<file path="src/rtl/placement_cost_eval_if.sv">
// Control, memory-port and result bundle for placement_cost_eval. The max_len/max_edge
// signals exist only when EVAL_CRITICAL_EN is defined.
interface placement_cost_eval_if #(
  parameter int AW = 32,
  parameter int DW = 32
);
  logic          start;
  logic          busy;
  logic          done;
  logic          edge_re;
  logic [AW-1:0] edge_addr;
  logic [DW-1:0] edge_a;
  logic [DW-1:0] edge_b;
  logic          pos_re;
  logic [AW-1:0] pos_addr;
  logic [DW-1:0] pos_x;
  logic [DW-1:0] pos_y;
  logic [31:0]   sum;
  logic [31:0]   sum_1hop;
  logic [15:0]   unplaced_cnt;
  logic [31:0]   cycles;
`ifdef EVAL_CRITICAL_EN
  logic [31:0]   max_len;
  logic [AW-1:0] max_edge;

  modport master (
    input  start, edge_a, edge_b, pos_x, pos_y,
    output busy, done, edge_re, edge_addr, pos_re, pos_addr,
           sum, sum_1hop, unplaced_cnt, cycles, max_len, max_edge
  );
  modport slave (
    output start, edge_a, edge_b, pos_x, pos_y,
    input  busy, done, edge_re, edge_addr, pos_re, pos_addr,
           sum, sum_1hop, unplaced_cnt, cycles, max_len, max_edge
  );
`else
  modport master (
    input  start, edge_a, edge_b, pos_x, pos_y,
    output busy, done, edge_re, edge_addr, pos_re, pos_addr,
           sum, sum_1hop, unplaced_cnt, cycles
  );
  modport slave (
    output start, edge_a, edge_b, pos_x, pos_y,
    input  busy, done, edge_re, edge_addr, pos_re, pos_addr,
           sum, sum_1hop, unplaced_cnt, cycles
  );
`endif
endinterface

</file>
<file path="src/rtl/placement_cost_eval.sv">
// Walks the EA/EB edge list, fetches both endpoint positions and accumulates Manhattan and
// 1-hop cost plus an unplaced-edge count. Define EVAL_CRITICAL_EN for longest-edge tracking.
module placement_cost_eval #(
  parameter int N_EDGE = 22,
  parameter int AW     = 32,
  parameter int DW     = 32
) (
  input logic                   clk_i,
  input logic                   rst_ni,
  placement_cost_eval_if.master bus
);
  typedef enum logic [3:0] {
    IDLE, RD_EDGE, WT_EDGE, RD_A, WT_A, RD_B, WT_B, ACC, FIN
  } state_e;

  state_e               state_q, state_d;
  logic [AW-1:0]        i_q, i_d;
  logic [DW-1:0]        b_q, b_d;
  logic signed [DW-1:0] xa_q, xa_d, ya_q, ya_d, xb_q, xb_d, yb_q, yb_d;
  logic                 busy_q, busy_d, done_q, done_d;
  logic                 edge_re_q, edge_re_d, pos_re_q, pos_re_d;
  logic [AW-1:0]        edge_addr_q, edge_addr_d, pos_addr_q, pos_addr_d;
  logic [31:0]          sum_q, sum_d, hop_q, hop_d, cyc_q, cyc_d;
  logic [15:0]          unpl_q, unpl_d;
`ifdef EVAL_CRITICAL_EN
  logic [31:0]          max_len_q, max_len_d;
  logic [AW-1:0]        max_edge_q, max_edge_d;
`endif

  function automatic logic [31:0] abs_diff(input logic signed [DW-1:0] p,
                                           input logic signed [DW-1:0] q);
    logic signed [31:0] d;
    d = 32'(p) - 32'(q);
    return d[31] ? 32'(-d) : 32'(d);
  endfunction

  function automatic logic [31:0] half_ceil(input logic [31:0] v);
    return (v >> 1) + {31'd0, v[0]};
  endfunction

  logic [31:0] dx_w, dy_w, len_w, hop_w;
  logic        placed_w;
  logic [AW-1:0] i_next_w;

  assign dx_w     = abs_diff(xa_q, xb_q);
  assign dy_w     = abs_diff(ya_q, yb_q);
  assign len_w    = dx_w + dy_w;
  assign hop_w    = half_ceil(dx_w) + half_ceil(dy_w) - 32'd1;
  assign placed_w = !(xa_q[DW-1] | ya_q[DW-1] | xb_q[DW-1] | yb_q[DW-1]);
  assign i_next_w = i_q + AW'(1);

  always_comb begin
    state_d     = state_q;
    i_d         = i_q;
    b_d         = b_q;
    xa_d        = xa_q;
    ya_d        = ya_q;
    xb_d        = xb_q;
    yb_d        = yb_q;
    busy_d      = busy_q;
    done_d      = 1'b0;
    edge_re_d   = 1'b0;
    pos_re_d    = 1'b0;
    edge_addr_d = edge_addr_q;
    pos_addr_d  = pos_addr_q;
    sum_d       = sum_q;
    hop_d       = hop_q;
    unpl_d      = unpl_q;
    cyc_d       = busy_q ? cyc_q + 32'd1 : cyc_q;
`ifdef EVAL_CRITICAL_EN
    max_len_d   = max_len_q;
    max_edge_d  = max_edge_q;
`endif

    // Strobes and addresses are set on entry to the RD_* states so they are registered.
    unique case (state_q)
      IDLE: begin
        if (bus.start) begin
          sum_d  = '0;
          hop_d  = '0;
          unpl_d = '0;
          cyc_d  = '0;
          i_d    = '0;
          busy_d = 1'b1;
`ifdef EVAL_CRITICAL_EN
          max_len_d  = '0;
          max_edge_d = '0;
`endif
          if (N_EDGE == 0) begin
            state_d = FIN;
          end else begin
            state_d     = RD_EDGE;
            edge_re_d   = 1'b1;
            edge_addr_d = '0;
          end
        end
      end
      RD_EDGE: state_d = WT_EDGE;
      WT_EDGE: begin
        b_d        = bus.edge_b;
        pos_re_d   = 1'b1;
        pos_addr_d = AW'(bus.edge_a);
        state_d    = RD_A;
      end
      RD_A: state_d = WT_A;
      WT_A: begin
        xa_d       = bus.pos_x;
        ya_d       = bus.pos_y;
        pos_re_d   = 1'b1;
        pos_addr_d = AW'(b_q);
        state_d    = RD_B;
      end
      RD_B: state_d = WT_B;
      WT_B: begin
        xb_d    = bus.pos_x;
        yb_d    = bus.pos_y;
        state_d = ACC;
      end
      ACC: begin
        if (!placed_w) begin
          if (unpl_q != 16'hFFFF) unpl_d = unpl_q + 16'd1;
        end else begin
          sum_d = sum_q + len_w - 32'd1;
          hop_d = hop_q + hop_w;
`ifdef EVAL_CRITICAL_EN
          // Strict compare keeps the earliest edge on a tie.
          if (len_w > max_len_q) begin
            max_len_d  = len_w;
            max_edge_d = i_q;
          end
`endif
        end
        i_d = i_next_w;
        if (i_next_w == AW'(N_EDGE)) begin
          state_d = FIN;
        end else begin
          state_d     = RD_EDGE;
          edge_re_d   = 1'b1;
          edge_addr_d = i_next_w;
        end
      end
      FIN: begin
        done_d  = 1'b1;
        busy_d  = 1'b0;
        state_d = IDLE;
      end
      default: state_d = IDLE;
    endcase
  end

  always_ff @(posedge clk_i or negedge rst_ni) begin
    if (!rst_ni) begin
      state_q     <= IDLE;
      i_q         <= '0;
      b_q         <= '0;
      xa_q        <= '0;
      ya_q        <= '0;
      xb_q        <= '0;
      yb_q        <= '0;
      busy_q      <= 1'b0;
      done_q      <= 1'b0;
      edge_re_q   <= 1'b0;
      pos_re_q    <= 1'b0;
      edge_addr_q <= '0;
      pos_addr_q  <= '0;
      sum_q       <= '0;
      hop_q       <= '0;
      unpl_q      <= '0;
      cyc_q       <= '0;
`ifdef EVAL_CRITICAL_EN
      max_len_q   <= '0;
      max_edge_q  <= '0;
`endif
    end else begin
      state_q     <= state_d;
      i_q         <= i_d;
      b_q         <= b_d;
      xa_q        <= xa_d;
      ya_q        <= ya_d;
      xb_q        <= xb_d;
      yb_q        <= yb_d;
      busy_q      <= busy_d;
      done_q      <= done_d;
      edge_re_q   <= edge_re_d;
      pos_re_q    <= pos_re_d;
      edge_addr_q <= edge_addr_d;
      pos_addr_q  <= pos_addr_d;
      sum_q       <= sum_d;
      hop_q       <= hop_d;
      unpl_q      <= unpl_d;
      cyc_q       <= cyc_d;
`ifdef EVAL_CRITICAL_EN
      max_len_q   <= max_len_d;
      max_edge_q  <= max_edge_d;
`endif
    end
  end

  assign bus.busy         = busy_q;
  assign bus.done         = done_q;
  assign bus.edge_re      = edge_re_q;
  assign bus.edge_addr    = edge_addr_q;
  assign bus.pos_re       = pos_re_q;
  assign bus.pos_addr     = pos_addr_q;
  assign bus.sum          = sum_q;
  assign bus.sum_1hop     = hop_q;
  assign bus.unplaced_cnt = unpl_q;
  assign bus.cycles       = cyc_q;
`ifdef EVAL_CRITICAL_EN
  assign bus.max_len      = max_len_q;
  assign bus.max_edge     = max_edge_q;
`endif
endmodule

</file>
<file path="src/flat_wrapper.sv">
// flat-port wrapper written by rule: the top's interface ports become plain ports
module placement_cost_eval_flat 
#(
  parameter int N_EDGE = 22,
  parameter int AW     = 32,
  parameter int DW     = 32
)
  (clk_i, rst_ni, bus_start, bus_edge_a, bus_edge_b, bus_pos_x, bus_pos_y, bus_busy, bus_done, bus_edge_re, bus_edge_addr, bus_pos_re, bus_pos_addr, bus_sum, bus_sum_1hop, bus_unplaced_cnt, bus_cycles);
  placement_cost_eval_if #(.AW(AW), .DW(DW)) bus_i ();
  input logic clk_i;
  input logic rst_ni;
  input wire logic [$bits(bus_i.start)-1:0] bus_start;
  input wire logic [$bits(bus_i.edge_a)-1:0] bus_edge_a;
  input wire logic [$bits(bus_i.edge_b)-1:0] bus_edge_b;
  input wire logic [$bits(bus_i.pos_x)-1:0] bus_pos_x;
  input wire logic [$bits(bus_i.pos_y)-1:0] bus_pos_y;
  output wire logic [$bits(bus_i.busy)-1:0] bus_busy;
  output wire logic [$bits(bus_i.done)-1:0] bus_done;
  output wire logic [$bits(bus_i.edge_re)-1:0] bus_edge_re;
  output wire logic [$bits(bus_i.edge_addr)-1:0] bus_edge_addr;
  output wire logic [$bits(bus_i.pos_re)-1:0] bus_pos_re;
  output wire logic [$bits(bus_i.pos_addr)-1:0] bus_pos_addr;
  output wire logic [$bits(bus_i.sum)-1:0] bus_sum;
  output wire logic [$bits(bus_i.sum_1hop)-1:0] bus_sum_1hop;
  output wire logic [$bits(bus_i.unplaced_cnt)-1:0] bus_unplaced_cnt;
  output wire logic [$bits(bus_i.cycles)-1:0] bus_cycles;
  assign bus_i.start = bus_start;
  assign bus_i.edge_a = bus_edge_a;
  assign bus_i.edge_b = bus_edge_b;
  assign bus_i.pos_x = bus_pos_x;
  assign bus_i.pos_y = bus_pos_y;
  assign bus_busy = bus_i.busy;
  assign bus_done = bus_i.done;
  assign bus_edge_re = bus_i.edge_re;
  assign bus_edge_addr = bus_i.edge_addr;
  assign bus_pos_re = bus_i.pos_re;
  assign bus_pos_addr = bus_i.pos_addr;
  assign bus_sum = bus_i.sum;
  assign bus_sum_1hop = bus_i.sum_1hop;
  assign bus_unplaced_cnt = bus_i.unplaced_cnt;
  assign bus_cycles = bus_i.cycles;
  placement_cost_eval #(.N_EDGE(N_EDGE), .AW(AW), .DW(DW)) u_core (.clk_i(clk_i), .rst_ni(rst_ni), .bus(bus_i));
endmodule
</file>
<file path="config.mk">
export PLATFORM = sky130hd
export DESIGN_NAME = placement_cost_eval_flat
export DESIGN_NICKNAME = d
export VERILOG_FILES = /design/src/rtl/placement_cost_eval_if.sv /design/src/rtl/placement_cost_eval.sv /design/src/flat_wrapper.sv
export SDC_FILE = /design/constraint.sdc
export NUM_CORES = 1
export LEC_CHECK = 0
export BUFFER_PORTS_ARGS = -buffer_cell sky130_fd_sc_hd__buf_2
export CAP_MARGIN = 15
export CELL_PAD_IN_SITES_DETAIL_PLACEMENT = 0
export CELL_PAD_IN_SITES_GLOBAL_PLACEMENT = 1
export CORE_UTILIZATION = 25
export DETAILED_ROUTE_END_ITERATION = 7
export HOLD_SLACK_MARGIN = 0.15
export PLACE_DENSITY_LB_ADDON = 0.1
export RECOVER_POWER = 100
export SYNTH_ARGS = -nofsm -noshare
export SYNTH_HDL_FRONTEND = slang
export SYNTH_SLANG_ARGS = --single-unit
</file>
<file path="constraint.sdc">
create_clock -name clk_i -period 14.4 [get_ports clk_i]
set_clock_uncertainty 0.1 [all_clocks]
set_input_delay 2.88 -clock clk_i [delete_from_list [all_inputs] [get_ports clk_i]]
set_output_delay 2.88 -clock clk_i [all_outputs]
set_load 0.02 [all_outputs]
</file>
# ---- After elaboration in Yosys (flattened, before gate mapping)
# Index checks and enable logic that the tools add are counted.
dict set report totals {
  register_bits 376
  input_bits 131
  output_inout_bits 180
  wordCells 88
}
dict set report op_classes {
  addsub 15
  eq_ne 15
  mux 28
  bitwise_logic 3
  n_reduce_logical 10
}
# cell count
set ops {}
lappend ops {{$pmux W32 S2} 5}
lappend ops {{$mux W32} 9}
lappend ops {{$add A32 B32 Y32} 4}
lappend ops {{$add A31 B1 Y32} 2}
lappend ops {{$add A32 B1 Y32 const B} 2}
lappend ops {{$neg A32 Y32} 2}
lappend ops {{$sub A32 B1 Y32 const B} 2}
lappend ops {{$sub A32 B32 Y32} 2}
lappend ops {{$mux W16} 3}
lappend ops {{$eq A32 B5 Y1 const B} 1}
lappend ops {{$pmux W16 S2} 1}
lappend ops {{$pmux W4 S8} 1}
lappend ops {{$add A16 B1 Y16 const B} 1}
lappend ops {{$eq A4 B3 Y1 const B} 4}
lappend ops {{$ne A16 B16 Y1 const B} 1}
lappend ops {{$eq A4 B2 Y1 const B} 2}
lappend ops {{$mux W4} 2}
lappend ops {{$ne A2 B2 Y1 const B} 3}
lappend ops {{$reduce_and A3 Y1} 2}
lappend ops {{$reduce_bool A2 Y1} 3}
lappend ops {{$mux W1} 5}
lappend ops {{$eq A4 B1 Y1 const B} 1}
lappend ops {{$eq A4 B4 Y1 const B} 1}
lappend ops {{$logic_not A4 Y1} 1}
lappend ops {{other kinds (6)} 11}

# ---- Depth between registers and ports, before layout
dict set report logic_depth {
  word_depth 9
  depth_mapped 30
  depth_no_buf 28
}

# ---- Worst setup path after synthesis
# Ideal clock, no wire load.
dict set report synth_path {
  path_kind {register -> register}
  start {reg u_core.xb_q[1]}
  end {reg u_core.sum_q[31], in the netlist u_core.bus.sum[31]}
  setup_time_ns 0.087
  arrival_ns 6.510
  required_ns 14.213
  setup_slack_ns 7.704
  stages_incl_launch_ff 29
  n_path_buf 1
  synth_period_minus_slack_ns 6.696
  path_cell_list {dfrtp_1 > inv_1 > ha_1 > nor2b_1 > o31a_1 > o41a_1 > a31oi_4 > o21a_1 > o211ai_1 > and4_1 > nor3_1 > buf_2 > mux2_2 > inv_2 > ha_1 > inv_1 > fa_1 > ha_1 > fa_1 > a21oi_1 > o21bai_1 > a21oi_1 > o31ai_1 > a31oi_1 > a31oi_1 > o2111a_1 > or4_1 > and2_1 > o211ai_1}
}
dict set report synth_between {
  elab_chain_cells 8
}
# item line
set synth_lines {}
lappend synth_lines {{start: declaration} placement_cost_eval.sv:19} ;# logic signed [DW-1:0] xa_q, xa_d, ya_q, ya_d, xb_q, xb_d, yb_q, yb_d;
lappend synth_lines {{start signal: assignment} placement_cost_eval.sv:158} ;# xb_q <= '0;
lappend synth_lines {{start signal: assignment} placement_cost_eval.sv:180} ;# xb_q <= xb_d;
lappend synth_lines {{$sub A32 B32 Y32 (*)} placement_cost_eval.sv:33} ;# d = 32'(p) - 32'(q);
lappend synth_lines {{$neg A32 Y32} placement_cost_eval.sv:34} ;# return d[31] ? 32'(-d) : 32'(d);
lappend synth_lines {{$mux W32 (*)} placement_cost_eval.sv:34}
lappend synth_lines {{$add A32 B32 Y32 (*)} placement_cost_eval.sv:47} ;# assign len_w = dx_w + dy_w;
lappend synth_lines {{$add A32 B32 Y32 (*)} placement_cost_eval.sv:123} ;# sum_d = sum_q + len_w - 32'd1;
lappend synth_lines {{$sub A32 B1 Y32 (*)} placement_cost_eval.sv:123}
lappend synth_lines {{$mux W32 (*)} placement_cost_eval.sv:120} ;# if (!placed_w) begin
lappend synth_lines {{$pmux W32 S2 (*)} placement_cost_eval.sv:76} ;# unique case (state_q)
lappend synth_lines {{end signal: assignment} placement_cost_eval.sv:188} ;# sum_q <= sum_d;
lappend synth_lines {{end: declaration} placement_cost_eval.sv:23} ;# logic [31:0] sum_q, sum_d, hop_q, hop_d, cyc_q, cyc_d;
# Every way passes the cells marked *; elsewhere a longest branch is shown, timed or not. The select of a mux whose other input is x is not followed.
# A chain may end at the register's enable or synchronous reset.

==> impl_metrics.xml <==
<?xml version="1.0" encoding="UTF-8"?>
<metrics>
  <group name="sta">
    <metric name="max_freq" unit="GHz">0.106</metric>
    <metric name="hold_viol_final" unit="">0</metric>
    <metric name="setup-tns-final" unit="ns">0</metric>
    <metric name="timing.final.max_slew_violations" unit="">691</metric>
    <metric name="layout_worst_path_cycle_share" unit="">0.657</metric>
    <metric name="timing.slew.headroom" unit="">-2.17</metric>
    <metric name="worst_slew_pin_slew" unit="ns">4.76</metric>
    <metric name="rsz0062_at_grt" unit="">false</metric>
    <metric name="final.min_clock_period" unit="ns">9.46</metric>
    <metric name="setup_violations" unit="">0</metric>
  </group>
  <group name="critical_path">
    <metric name="timing_worst_setup_path_type" unit="">in2async</metric>
    <metric name="cp_slowest_stage_delay" unit="ns">3.26</metric>
    <metric name="setup.reg_to_reg.worst_slack" unit="ns">6.07</metric>
    <metric name="critical_path_buf_inv_count" unit="">2</metric>
    <metric name="cp_common_cell" unit="">sky130_fd_sc_hd__clkbuf_1</metric>
    <metric name="timing.critical_path.required" unit="ns">14.15</metric>
    <metric name="path_delay_family" unit="">buffers and inverters</metric>
    <metric name="critical_path_peak_fanout" unit="">78</metric>
    <metric name="cp_data_arrival_time" unit="ns">9.20</metric>
    <metric name="worstPathCellList" unit="">clkbuf_1 -&gt; clkbuf_1</metric>
    <metric name="cp-end-kind" unit="">asynchronous set/reset pin</metric>
    <metric name="cpMaxStageDelayCell" unit="">sky130_fd_sc_hd__clkbuf_1</metric>
    <metric name="startpoint_type" unit="">input pin</metric>
  </group>
  <group name="status">
    <metric name="run_status" unit="">finished, violations left</metric>
    <metric name="failing_checks" unit="">max-capacitance violations, max-slew violations</metric>
  </group>
  <group name="synthesis">
    <metric name="synthesized_netlist_cell_count" unit="">2856</metric>
    <metric name="yosysMostFrequentCell" unit="">sky130_fd_sc_hd__dfrtp_1</metric>
    <metric name="synth_largest_area_cell" unit="">sky130_fd_sc_hd__dfrtp_1</metric>
    <metric name="ys.flop_type" unit="">sky130_fd_sc_hd__dfrtp_1</metric>
    <metric name="synthArstFlopShare" unit="">1.00</metric>
    <metric name="yosys_warnings" unit="">0</metric>
    <metric name="netlist_top_cells_count" unit="">376 x sky130_fd_sc_hd__dfrtp_1, 276 x sky130_fd_sc_hd__nand2_1, 266 x sky130_fd_sc_hd__inv_1, 238 x sky130_fd_sc_hd__o21ai_0, 168 x sky130_fd_sc_hd__nor2_1</metric>
    <metric name="synth_net_count" unit="">3215</metric>
    <metric name="synth_top_area_share" unit="">0.360</metric>
    <metric name="synthDistinctLibCells" unit="">92</metric>
    <metric name="seq_area_frac_synth" unit="">0.360</metric>
    <metric name="number_of_enable_flip_flop_cells_after_synthesis" unit="">0</metric>
    <metric name="netlist_top_cells_area" unit="">sky130_fd_sc_hd__dfrtp_1 36%, sky130_fd_sc_hd__ha_1 7.8%, sky130_fd_sc_hd__fa_1 5.0%, sky130_fd_sc_hd__o21ai_0 4.6%, sky130_fd_sc_hd__mux2_2 4.3%</metric>
    <metric name="synth.ff_latch_count" unit="">376</metric>
    <metric name="synth_area_per_cell" unit="um^2">9.16</metric>
    <metric name="mappedNetlistArea" unit="mm^2">0.0262</metric>
  </group>
  <group name="global_routing">
    <metric name="gr-usage-met3" unit="">0.0356</metric>
    <metric name="grt_util_all_layers" unit="">0.160</metric>
    <metric name="grt_max_degree" unit="">92</metric>
    <metric name="grt_busiest_layer" unit="">met2</metric>
    <metric name="met2_layer_usage_reported_by_global_route" unit="">0.260</metric>
    <metric name="antenna_violations_before_repair" unit="">23</metric>
    <metric name="grt-ovfl-total" unit="">0</metric>
    <metric name="first_global_vias" unit="">22100</metric>
    <metric name="first_pass_grt_wire_length" unit="um">134000</metric>
    <metric name="grt_util_met1" unit="">0.212</metric>
  </group>
  <group name="routing">
    <metric name="dr.first_iter.drc_count" unit="">1051</metric>
    <metric name="drc" unit="">0</metric>
    <metric name="vias_per_cell" unit="">4.73</metric>
    <metric name="number_of_optimization_iterations_in_the_first_detailed_route_pass" unit="">5</metric>
    <metric name="route.final.wire_length" unit="um">85200</metric>
    <metric name="antenna_violating_nets_post_route" unit="">0</metric>
    <metric name="wl_per_cell" unit="um">18.7</metric>
    <metric name="vias" unit="">21500</metric>
  </group>
  <group name="die">
    <metric name="area_of_the_core" unit="mm^2">0.104</metric>
    <metric name="dieWidth" unit="um">326</metric>
    <metric name="design.die.area" unit="mm^2">0.106</metric>
    <metric name="fp.dieH" unit="um">326</metric>
    <metric name="fp-row-count" unit="">118</metric>
    <metric name="initial_utilization" unit="">0.252</metric>
    <metric name="num_io_pins" unit="">311</metric>
  </group>
  <group name="finish">
    <metric name="nFillCells" unit="">11200</metric>
    <metric name="sequential_cell_area" unit="mm^2">0.00941</metric>
    <metric name="layout-drive-gt1-share" unit="">0.103</metric>
    <metric name="fraction_of_the_core_area_covered_by_cells_at_the_end_of_the_flow" unit="">0.294</metric>
    <metric name="synthToLayoutAreaGrowth" unit="%">16.6</metric>
    <metric name="finish.net_count" unit="">3487</metric>
    <metric name="multi_input_area" unit="mm^2">0.0153</metric>
  </group>
  <group name="cts">
    <metric name="clkSlewWorstSetupHoldPaths" unit="ns">0.06</metric>
    <metric name="cts.htree.levels" unit="">2</metric>
    <metric name="tritoncts" unit="">done</metric>
    <metric name="clock_path_buffers" unit="">3</metric>
    <metric name="clock_insertion_delay_worst_skew" unit="ns">0.65</metric>
    <metric name="total_of_hold_buffers_inserted_after_clock_tree_synthesis" unit="">0</metric>
    <metric name="cts_num_sinks" unit="">376</metric>
    <metric name="post_cts_setup_inserts" unit="">0</metric>
    <metric name="cts.repair.resized" unit="">0</metric>
    <metric name="cts_buffers" unit="">52</metric>
    <metric name="clock-root-buffer" unit="">sky130_fd_sc_hd__clkbuf_16</metric>
  </group>
  <group name="flow_run">
    <metric name="cap_violations" unit="">13</metric>
  </group>
  <group name="placed_design">
    <metric name="port-buffer-count" unit="">310</metric>
    <metric name="globalplace.congestion" unit="">0.813</metric>
    <metric name="place_hpwl" unit="um">64900</metric>
  </group>
  <group name="hold_path">
    <metric name="worst_hold_path_type" unit="">reg2reg</metric>
  </group>
</metrics>
-- logic make-up after synthesis --
logic type,count (synthesis),share of synthesized area
muxes,149,0.0618
adders and majority gates,228,0.128
and+or+nand+nor,806,0.151
buffers and inverters,377,0.0552
xor gates and xnor gates,214,0.0719
DFF,376,0.360
AOI/OAI and AO/OA,706,0.173
-- state kept, by name (all words and copies together) (netlist names), 4 cells and up --
signal	cells
u_core.bus.cycles	32
u_core.bus.pos_addr	32
u_core.xa_q	32
u_core.xb_q	32
u_core.ya_q	32
u_core.bus.unplaced_cnt	16
u_core.state_q	4
u_core.bus.sum_1hop	32
u_core.bus.sum	32
u_core.yb_q	32
u_core.i_q	32
u_core.b_q	32
u_core.bus.edge_addr	32
-- per-stage QoR --
stage / instances / area [um^2] / worst slack (ns) / hold WS [ns]
floorplan: 2856 / 26200 / 7.70 / 0.346
global placement: 4454 / 29200 / 6.58 / 0.357
detailed placement: 4454 / 29200 / 6.51 / 0.361
CTS: 4544 / 30800 / 6.44 / 0.378
global route: 4547 / 30500 / 3.38 / 0.412
finish: 4549 / 30500 / 4.94 / 0.375
-- cell type report --
cell class / instances / share of cell area
antenna: 5 / 0.000410
clock buffer: 82 / 0.0510
clock inverter: 8 / 0.00340
inverter: 267 / 0.0329
multi-input combinational: 2103 / 0.502
sequential: 376 / 0.308
tap: 1380 / 0.0566
timing repair buffer: 328 / 0.0455
-- final timing paths --
kind,startpoint,endpoint,cells after the start
setup / recovery,rst_ni,u_core.i_q[28]$_DFFE_PN0P_,2
hold / removal,u_core.b_q[6]$_DFFE_PN0P_,u_core.bus.pos_addr[6]$_DFFE_PN0P_,2
setup reg to reg,u_core.yb_q[8]$_DFFE_PN0P_,u_core.bus.sum[31]$_DFFE_PN0P_,27
hold reg to reg,u_core.b_q[6]$_DFFE_PN0P_,u_core.bus.pos_addr[6]$_DFFE_PN0P_,2
max in group clk_i,u_core.yb_q[8]$_DFFE_PN0P_,u_core.bus.sum[31]$_DFFE_PN0P_,27
min in group asynchronous,rst_ni,u_core.bus.sum[16]$_DFFE_PN0P_,1
-- layer usage --
metal,share of wire,up-vias,wire length (um)
met3,0.050,126,4260
met5,0.0021,-,183
met4,0.027,28,2320
li1,-,10500,-
met1,0.46,10400,39400
met2,0.46,397,39000
-- placed cells by master, fill, tap and decap left out, types with 20 or more instances in the layout --
cell type	instances
sky130_fd_sc_hd__nand2_1	276
sky130_fd_sc_hd__inv_1	266
sky130_fd_sc_hd__nor4_1	21
sky130_fd_sc_hd__a22o_1	37
sky130_fd_sc_hd__a31oi_1	23
sky130_fd_sc_hd__a21oi_1	141
sky130_fd_sc_hd__and2_1	22
sky130_fd_sc_hd__fa_1	65
sky130_fd_sc_hd__dfrtp_1	376
sky130_fd_sc_hd__o21ai_0	242
sky130_fd_sc_hd__or3_1	22
sky130_fd_sc_hd__buf_2	99
sky130_fd_sc_hd__mux2_2	101
sky130_fd_sc_hd__xor2_1	104
sky130_fd_sc_hd__o211ai_1	20
sky130_fd_sc_hd__nor2_1	167
sky130_fd_sc_hd__nand3_1	68
sky130_fd_sc_hd__xnor2_1	109
sky130_fd_sc_hd__ha_1	163
sky130_fd_sc_hd__nor3_1	49
sky130_fd_sc_hd__and3_1	37
sky130_fd_sc_hd__clkbuf_16	53
sky130_fd_sc_hd__nand4_1	32
sky130_fd_sc_hd__a21o_1	72
sky130_fd_sc_hd__nor2b_1	20
sky130_fd_sc_hd__clkbuf_1	237
sky130_fd_sc_hd__mux2i_1	48
sky130_fd_sc_hd__o21a_1	24
Power is left out: the tool's default activity adds up to more than one toggle a clock period on the data nets, which glitch-free logic cannot reach.
